<file path="config.mk">
export PLATFORM = sky130hd
export DESIGN_NAME = vx_cache_rsp_collector_flat
export DESIGN_NICKNAME = d
export VERILOG_FILES = /design/src/rtl/vx_cache_rsp_collector_if.sv /design/src/rtl/vx_cache_rsp_collector.sv /design/src/flat_wrapper.sv
export SDC_FILE = /design/constraint.sdc
export NUM_CORES = 2
export LEC_CHECK = 0
export BUFFER_PORTS_ARGS = -buffer_cell sky130_fd_sc_hd__buf_4
export CAP_MARGIN = 0
export CORE_ASPECT_RATIO = 1.75
export CORE_UTILIZATION = 55
export CTS_CLUSTER_DIAMETER = 50
export DETAILED_ROUTE_END_ITERATION = 6
export GPL_TIMING_DRIVEN = 0
export PLACE_DENSITY = 0.82
export SLEW_MARGIN = 20
export SYNTH_ARGS = -nofsm -noshare
export SYNTH_HDL_FRONTEND = slang
export SYNTH_SLANG_ARGS = --single-unit
</file>
<file path="constraint.sdc">
create_clock -name clk_i -period 2.16 [get_ports clk_i]
set_input_delay 0.432 -clock clk_i [delete_from_list [all_inputs] [get_ports clk_i]]
set_output_delay 0.432 -clock clk_i [all_outputs]
set_load 0.02 [all_outputs]
</file>
<file path="src/rtl/vx_cache_rsp_collector_if.sv">
// Bundle between the issuer/cache side and the response collector: slot allocation,
// per-lane cache responses and the merged output response.
interface vx_cache_rsp_collector_if #(
    parameter int NUM_REQS       = 4,
    parameter int DATA_WIDTH     = 32,
    parameter int NUM_SLOTS      = 4,
    parameter int CORE_TAG_WIDTH = 8
);
    localparam int SLOT_W = $clog2(NUM_SLOTS);

    logic                           alloc_valid_i;
    logic [NUM_REQS-1:0]            alloc_mask_i;
    logic [CORE_TAG_WIDTH-1:0]      alloc_tag_i;
    logic                           alloc_ready_o;
    logic [SLOT_W-1:0]              alloc_slot_o;

    logic [NUM_REQS-1:0]            rsp_valid_i;
    logic [NUM_REQS*DATA_WIDTH-1:0] rsp_data_i;
    logic [NUM_REQS*SLOT_W-1:0]     rsp_tag_i;
    logic [NUM_REQS-1:0]            rsp_ready_o;

    logic                           out_valid_o;
    logic [NUM_REQS-1:0]            out_mask_o;
    logic [NUM_REQS*DATA_WIDTH-1:0] out_data_o;
    logic [CORE_TAG_WIDTH-1:0]      out_tag_o;
    logic                           out_ready_i;

    logic                           err_o;

    modport master (
        output alloc_valid_i, alloc_mask_i, alloc_tag_i,
        output rsp_valid_i, rsp_data_i, rsp_tag_i,
        output out_ready_i,
        input  alloc_ready_o, alloc_slot_o, rsp_ready_o,
        input  out_valid_o, out_mask_o, out_data_o, out_tag_o, err_o
    );

    modport slave (
        input  alloc_valid_i, alloc_mask_i, alloc_tag_i,
        input  rsp_valid_i, rsp_data_i, rsp_tag_i,
        input  out_ready_i,
        output alloc_ready_o, alloc_slot_o, rsp_ready_o,
        output out_valid_o, out_mask_o, out_data_o, out_tag_o, err_o
    );
endinterface

</file>
<file path="src/rtl/vx_cache_rsp_collector.sv">
// Gathers out-of-order per-lane cache responses into preallocated request slots and
// emits one merged response per request once every requested lane has returned.
module vx_cache_rsp_collector #(
    parameter int NUM_REQS       = 4,
    parameter int DATA_WIDTH     = 32,
    parameter int NUM_SLOTS      = 4,
    parameter int CORE_TAG_WIDTH = 8
) (
    input  logic                     clk_i,
    input  logic                     rst_ni,
    vx_cache_rsp_collector_if.slave  bus
);
    localparam int SLOT_W = $clog2(NUM_SLOTS);
    localparam int LINE_W = NUM_REQS * DATA_WIDTH;

    typedef enum logic [1:0] {
        SLOT_FREE    = 2'd0,
        SLOT_PENDING = 2'd1,
        SLOT_DONE    = 2'd2
    } slot_state_e;

    slot_state_e               state_q [NUM_SLOTS];
    slot_state_e               state_d [NUM_SLOTS];
    logic [NUM_REQS-1:0]       mask_q  [NUM_SLOTS];
    logic [NUM_REQS-1:0]       mask_d  [NUM_SLOTS];
    logic [NUM_REQS-1:0]       rem_q   [NUM_SLOTS];
    logic [NUM_REQS-1:0]       rem_d   [NUM_SLOTS];
    logic [CORE_TAG_WIDTH-1:0] tag_q   [NUM_SLOTS];
    logic [CORE_TAG_WIDTH-1:0] tag_d   [NUM_SLOTS];
    logic [LINE_W-1:0]         data_q  [NUM_SLOTS];
    logic [LINE_W-1:0]         data_d  [NUM_SLOTS];

    logic                      out_valid_q, out_valid_d;
    logic [NUM_REQS-1:0]       out_mask_q, out_mask_d;
    logic [LINE_W-1:0]         out_data_q, out_data_d;
    logic [CORE_TAG_WIDTH-1:0] out_tag_q, out_tag_d;
    logic                      err_q, err_d;

    logic                      alloc_ready;
    logic [SLOT_W-1:0]         alloc_slot;
    logic                      alloc_fire;
    logic                      done_any;
    logic [SLOT_W-1:0]         done_slot;
    logic                      out_load;
    logic [SLOT_W-1:0]         rsp_slot;

    // Priority pick of the lowest FREE and lowest DONE slot, from registered state only.
    always_comb begin
        alloc_ready = 1'b0;
        alloc_slot  = '0;
        done_any    = 1'b0;
        done_slot   = '0;
        for (int s = NUM_SLOTS - 1; s >= 0; s--) begin
            if (state_q[s] == SLOT_FREE) begin
                alloc_ready = 1'b1;
                alloc_slot  = SLOT_W'(s);
            end
            if (state_q[s] == SLOT_DONE) begin
                done_any  = 1'b1;
                done_slot = SLOT_W'(s);
            end
        end
        alloc_fire = bus.alloc_valid_i & alloc_ready;
        out_load   = done_any & (~out_valid_q | bus.out_ready_i);
    end

    always_comb begin
        state_d     = state_q;
        mask_d      = mask_q;
        rem_d       = rem_q;
        tag_d       = tag_q;
        data_d      = data_q;
        out_valid_d = out_valid_q;
        out_mask_d  = out_mask_q;
        out_data_d  = out_data_q;
        out_tag_d   = out_tag_q;
        err_d       = err_q;
        rsp_slot    = '0;

        // Lanes are distinct, so several lanes may land in one slot without conflict.
        for (int i = 0; i < NUM_REQS; i++) begin
            if (bus.rsp_valid_i[i]) begin
                rsp_slot = bus.rsp_tag_i[i*SLOT_W +: SLOT_W];
                if (state_q[rsp_slot] == SLOT_PENDING && rem_q[rsp_slot][i]) begin
                    rem_d[rsp_slot][i] = 1'b0;
                    data_d[rsp_slot][i*DATA_WIDTH +: DATA_WIDTH] =
                        bus.rsp_data_i[i*DATA_WIDTH +: DATA_WIDTH];
                end else begin
                    err_d = 1'b1;
                end
            end
        end

        for (int s = 0; s < NUM_SLOTS; s++) begin
            if (state_q[s] == SLOT_PENDING && rem_d[s] == '0) begin
                state_d[s] = SLOT_DONE;
            end
        end

        if (out_load) begin
            out_valid_d        = 1'b1;
            out_mask_d         = mask_q[done_slot];
            out_data_d         = data_q[done_slot];
            out_tag_d          = tag_q[done_slot];
            state_d[done_slot] = SLOT_FREE;
        end else if (bus.out_ready_i) begin
            out_valid_d = 1'b0;
        end

        // The allocated slot was FREE, so neither the response nor the load path touched it.
        if (alloc_fire) begin
            state_d[alloc_slot] = (bus.alloc_mask_i == '0) ? SLOT_DONE : SLOT_PENDING;
            mask_d[alloc_slot]  = bus.alloc_mask_i;
            rem_d[alloc_slot]   = bus.alloc_mask_i;
            tag_d[alloc_slot]   = bus.alloc_tag_i;
            data_d[alloc_slot]  = '0;
        end
    end

    always_ff @(posedge clk_i or negedge rst_ni) begin
        if (!rst_ni) begin
            for (int s = 0; s < NUM_SLOTS; s++) begin
                state_q[s] <= SLOT_FREE;
                mask_q[s]  <= '0;
                rem_q[s]   <= '0;
                tag_q[s]   <= '0;
                data_q[s]  <= '0;
            end
            out_valid_q <= 1'b0;
            out_mask_q  <= '0;
            out_data_q  <= '0;
            out_tag_q   <= '0;
            err_q       <= 1'b0;
        end else begin
            state_q     <= state_d;
            mask_q      <= mask_d;
            rem_q       <= rem_d;
            tag_q       <= tag_d;
            data_q      <= data_d;
            out_valid_q <= out_valid_d;
            out_mask_q  <= out_mask_d;
            out_data_q  <= out_data_d;
            out_tag_q   <= out_tag_d;
            err_q       <= err_d;
        end
    end

    assign bus.alloc_ready_o = alloc_ready;
    assign bus.alloc_slot_o  = alloc_slot;
    assign bus.rsp_ready_o   = '1;
    assign bus.out_valid_o   = out_valid_q;
    assign bus.out_mask_o    = out_mask_q;
    assign bus.out_data_o    = out_data_q;
    assign bus.out_tag_o     = out_tag_q;
    assign bus.err_o         = err_q;
endmodule

</file>
<file path="src/flat_wrapper.sv">
// flat-port wrapper written by rule: the top's interface ports become plain ports
module vx_cache_rsp_collector_flat 
#(
    parameter int NUM_REQS       = 4,
    parameter int DATA_WIDTH     = 32,
    parameter int NUM_SLOTS      = 4,
    parameter int CORE_TAG_WIDTH = 8
)
  (clk_i, rst_ni, bus_alloc_valid_i, bus_alloc_mask_i, bus_alloc_tag_i, bus_rsp_valid_i, bus_rsp_data_i, bus_rsp_tag_i, bus_out_ready_i, bus_alloc_ready_o, bus_alloc_slot_o, bus_rsp_ready_o, bus_out_valid_o, bus_out_mask_o, bus_out_data_o, bus_out_tag_o, bus_err_o);
  vx_cache_rsp_collector_if #(.NUM_REQS(NUM_REQS), .DATA_WIDTH(DATA_WIDTH), .NUM_SLOTS(NUM_SLOTS), .CORE_TAG_WIDTH(CORE_TAG_WIDTH)) bus_i ();
  input  logic clk_i;
  input  logic rst_ni;
  input wire logic [$bits(bus_i.alloc_valid_i)-1:0] bus_alloc_valid_i;
  input wire logic [$bits(bus_i.alloc_mask_i)-1:0] bus_alloc_mask_i;
  input wire logic [$bits(bus_i.alloc_tag_i)-1:0] bus_alloc_tag_i;
  input wire logic [$bits(bus_i.rsp_valid_i)-1:0] bus_rsp_valid_i;
  input wire logic [$bits(bus_i.rsp_data_i)-1:0] bus_rsp_data_i;
  input wire logic [$bits(bus_i.rsp_tag_i)-1:0] bus_rsp_tag_i;
  input wire logic [$bits(bus_i.out_ready_i)-1:0] bus_out_ready_i;
  output wire logic [$bits(bus_i.alloc_ready_o)-1:0] bus_alloc_ready_o;
  output wire logic [$bits(bus_i.alloc_slot_o)-1:0] bus_alloc_slot_o;
  output wire logic [$bits(bus_i.rsp_ready_o)-1:0] bus_rsp_ready_o;
  output wire logic [$bits(bus_i.out_valid_o)-1:0] bus_out_valid_o;
  output wire logic [$bits(bus_i.out_mask_o)-1:0] bus_out_mask_o;
  output wire logic [$bits(bus_i.out_data_o)-1:0] bus_out_data_o;
  output wire logic [$bits(bus_i.out_tag_o)-1:0] bus_out_tag_o;
  output wire logic [$bits(bus_i.err_o)-1:0] bus_err_o;
  assign bus_i.alloc_valid_i = bus_alloc_valid_i;
  assign bus_i.alloc_mask_i = bus_alloc_mask_i;
  assign bus_i.alloc_tag_i = bus_alloc_tag_i;
  assign bus_i.rsp_valid_i = bus_rsp_valid_i;
  assign bus_i.rsp_data_i = bus_rsp_data_i;
  assign bus_i.rsp_tag_i = bus_rsp_tag_i;
  assign bus_i.out_ready_i = bus_out_ready_i;
  assign bus_alloc_ready_o = bus_i.alloc_ready_o;
  assign bus_alloc_slot_o = bus_i.alloc_slot_o;
  assign bus_rsp_ready_o = bus_i.rsp_ready_o;
  assign bus_out_valid_o = bus_i.out_valid_o;
  assign bus_out_mask_o = bus_i.out_mask_o;
  assign bus_out_data_o = bus_i.out_data_o;
  assign bus_out_tag_o = bus_i.out_tag_o;
  assign bus_err_o = bus_i.err_o;
  vx_cache_rsp_collector #(.NUM_REQS(NUM_REQS), .DATA_WIDTH(DATA_WIDTH), .NUM_SLOTS(NUM_SLOTS), .CORE_TAG_WIDTH(CORE_TAG_WIDTH)) u_core (.clk_i(clk_i), .rst_ni(rst_ni), .bus(bus_i));
endmodule
</file>
==> metrics.log <==
[metrics] leading post-synthesis cells by cell area: dfrtp_1, nand2_1, a21oi_1
[metrics] die span in x: 181 um
[metrics] launching point of the worst reg2reg path: u_core.state_q[7]$_DFF_PN0_
[metrics] top cell type's share of synthesized area: 59.0%
[metrics] top-level I/O count: 305
[metrics] GRT Util Overall: 40.2%
[metrics] ratio of routed vias to standard cells: 6.48
[metrics] detailed-routing iteration count for the pre-antenna-repair pass: 7
[metrics] PwrDens: 1530 nW/um^2
[metrics] DIE AREA: 56900 sq um
[metrics] Cell Rows: 114
[metrics] proportion of total power due to net switching: 38.9%
[metrics] number of warnings reported in the yosys synthesis log: 0
[metrics] worst-case headroom to the max-slew limit: 20.0%
[metrics] clock sinks: 726
[metrics] # nets final: 3951
[metrics] maximum buffer depth of the clock tree: 3
[metrics] antenna violations before repair: 14
[metrics] async set-or-reset flop fraction in the synthesized netlist: 100%
[metrics] reg-to-reg setup timing slack: -0.33 ns
[metrics] critical path cell sequence: nor2b_4, nor2_4, buf_12, buf_12, a222oi_1, a31oi_1
[metrics] total buffers and inverters traversed by the critical path: 2
[metrics] TritonCTS clock tree: built
[metrics] finished layout cell area: 37500 sq um
[metrics] Slew Limit Fails: 0
[metrics] Worst Path Class, Setup: reg -> reg
[metrics] worst setup path start: u_core.state_q[7]$_DFF_PN0_
[metrics] Post-DP HPWL: 78300 um
[metrics] arrival time at the worst endpoint: 2.92 ns
[metrics] worst-case setup margin in the final layout: -0.334 ns
[metrics] switching power total: 22.3 mW
[metrics] Post-DP Area: 34100 sq um
[metrics] Largest stage delay, worst path: 1.02 ns
[metrics] kind of end point of the critical path: flop
[metrics] CP max FO: 5
[metrics] routability congestion estimate: 0.966
[metrics] source-to-sink clock delay at the later pin of the worst-skew pair: 0.61 ns
[metrics] post-layout minimum cycle time: 2.49 ns
[metrics] slowest stage cell, crit path: a222oi_1
[metrics] worst-case clock skew: 0.0308 ns
[metrics] layout cells sized above 1: 19.5%
[metrics] area growth from synthesis to final layout: 21.9%
[metrics] clock network power share: 21.1%
[metrics] endpoint of the most critical register-to-register path: u_core.bus.out_data_o[52]$_DFFE_PN0P_
[metrics] ANT nets after route: 0
[metrics] RSZ-0062 raised after global routing: true
[metrics] sequential share of power: 40.6%
[metrics] core utilization of the finished layout: 68.0%
[metrics] commonest non-fill, non-tap cell in the layout: nand2_1
[metrics] Worst Tran Pin Value: 1.20 ns
[metrics] Clk pin slew, worst setup/hold paths: 0.07 ns
[metrics] Levels on crit path: 6
[metrics] Starting Density: 55.8%
[metrics] via total after detailed routing: 29500
[metrics] total design power: 57.4 mW
[metrics] Clock Root Buffer: clkbuf_16
[metrics] PortBufs: 299
[metrics] DRT iter0 DRCs: 4816
[metrics] status: finished, violations left
[metrics] # H-tree levels: 3
[metrics] maximum capacitance violations: 0
[metrics] post-detailed-route wirelength per cell: 25.6 um
[metrics] worst r2r path cells: 6
[metrics] Pleak: 16.8 nW
[metrics] largest area contributor in the synthesized netlist: dfrtp_1
[metrics] P_int: 35.0 mW
[metrics] Worst VDD drop: 1.18 mV
[metrics] final setup violation count: 204
[metrics] CP top delay family: compound AO/OA/AOI/OAI gates
[metrics] failing checks: design-rule violations, negative hold slack, negative setup slack
[metrics] capture point of the critical path: u_core.bus.out_data_o[52]$_DFFE_PN0P_
[metrics] most prevalent standard cell on the critical path: buf_12
[metrics] overall overflow remaining after global route: 0
[metrics] number of DRC violations after detailed routing: 111
[metrics] clock buffers created by TritonCTS: 67
[metrics] Crit path required time: 2.59 ns
[metrics] number of flip-flops and latches in the synthesized netlist: 726
[metrics] Setup Total Neg Slack: -12.50 ns
[metrics] startpoint class of the critical path: flop
[metrics] pin count of the biggest net entering global routing: 97
[metrics] cell count after synthesis: 3370
[metrics] via count of the first global-routing pass: 28600
[metrics] core region area: 55200 sq um
[metrics] share of the cycle needed by the critical path after routing: 115%
[metrics] detailed-route wire length: 116000 um
[metrics] portion of total power attributed to combinational logic: 38.3%
[metrics] number of hold buffers added after cts: 3
[metrics] Max Fclk: 401 MHz
[metrics] number of enable-type register cells in the synthesized netlist: 0
[metrics] die boundary height: 315 um
[metrics] post-synthesis sequential area ratio: 59.0%
[metrics] post-synth cell types: 60
[metrics] number of hold violations in the final report: 163
[metrics] classification of the worst-slack hold path: in -> async
[metrics] worst hold margin: -0.137 ns
[metrics] netlist area before placement: 30800 sq um
[metrics] Mapped Avg Cell Area: 9.13 sq um
[metrics] ys flop type: dfrtp_1
[metrics] global-route wire length before repair: 170000 um
[metrics] commonest cells after routing, fill and taps aside: nand2_1, dfrtp_1, a21oi_1
-- routing by layer --
metal | global-route usage, % | part of all wire (%) | vias to the layer above
li1 | - | - | 12400
met1 | 45.5 | 32 | 14100
met2 | 63.9 | 46 | 2374
met3 | 9.54 | 12 | 689
met4 | 35.5 | 10 | 8
met5 | 0 | 0.049 | -
-- synth_stat cells (3+ instances only) --
| library cell | n |
|---|---|
| or2_2 | 6 |
| a21oi_1 | 513 |
| o31ai_1 | 5 |
| buf_1 | 3 |
| nand3b_1 | 3 |
| clkbuf_1 | 164 |
| dfrtp_1 | 726 |
| mux2_2 | 19 |
| nand2b_1 | 6 |
| nor2b_1 | 10 |
| nand4bb_1 | 3 |
| a222oi_1 | 140 |
| mux2_1 | 6 |
| nor3_1 | 4 |
| and3_1 | 4 |
| nor4bb_1 | 3 |
| nand3_1 | 4 |
| nand4_1 | 3 |
| nor2_1 | 158 |
| buf_4 | 5 |
| inv_1 | 20 |
| and2_1 | 4 |
| and4_1 | 3 |
| o21ai_0 | 35 |
| nand2_1 | 1225 |
| a31oi_1 | 140 |
| nand4b_1 | 5 |
| buf_2 | 110 |
-- flip-flops by register name (all words and copies together), names as in the netlist --
| name | cells |
|---|---|
| u_core.rem_q | 16 |
| u_core.bus.out_tag_o | 8 |
| u_core.tag_q | 32 |
| u_core.bus.err_o | 1 |
| u_core.state_q | 8 |
| u_core.bus.out_data_o | 128 |
| u_core.bus.out_valid_o | 1 |
| u_core.bus.out_mask_o | 4 |
| u_core.mask_q | 16 |
| u_core.data_q | 512 |
-- final cells by class --
| cell class | count | area, sq um |
|---|---|---|
| Timing Repair Buffer | 359 | 2940 |
| Multi-Input combinational cell | 2345 | 11500 |
| Clock inverter | 20 | 208 |
| Tap cell | 696 | 871 |
| Buffer | 276 | 1720 |
| Inverter | 20 | 75.1 |
| Sequential cell | 726 | 18200 |
| Antenna cell | 10 | 25.0 |
| Fill cell | 4275 | 17700 |
| Clock buffer | 97 | 1960 |
-- worst min-delay path by stage --
stage	start	end	cells past startpoint
finish	rst_ni	u_core.data_q[498]$_DFF_PN0_	2
global route	rst_ni	u_core.data_q[490]$_DFF_PN0_	2
CTS	rst_ni	u_core.data_q[489]$_DFF_PN0_	2
detailed placement	rst_ni	u_core.data_q[492]$_DFF_PN0_	1
global placement	u_core.tag_q[29]$_DFFE_PN0P_	u_core.tag_q[29]$_DFFE_PN0P_	2
floorplan	rst_ni	u_core.bus.err_o$_DFF_PN0_	0
-- cells by family after synthesis --
logic type / share of synthesized area (%)
flip-flops: 59.0
AND/OR/NAND/NOR: 18.7
multiplexers: 0.915
AO/OA/AOI/OAI: 17.2
other: 0.0122
buffers and inverters: 4.19
-- metrics by stage --
stage,setup slack (ns),std cells
floorplan,0.333,3373
global placement,-7.45,4368
detailed placement,-0.932,4376
CTS,-0.133,4509
global route,-0.331,4542
finish,-0.334,4549
-- power groups by stage --
stage | clock [mW] | sequential (mW) | combinational, mW
global route | 12.6 | 23.8 | 23.6
global placement | 0 | 23.0 | 18.9
finish | 12.1 | 23.3 | 22.0
CTS | 12.0 | 23.1 | 20.3
floorplan | 0 | 23.9 | 11.0
detailed placement | 0 | 23.2 | 19.6
-- what timing repair did --
action / CTS / global route
pin swaps: 24 / 25
setup buffers: 15 / 29
hold endpoints to repair: 35 / 163
setup endpoints to repair: 671 / 456
cloned: 0 / 4
gates resized for setup: 142 / 255
(Power assumes the default switching activity.)
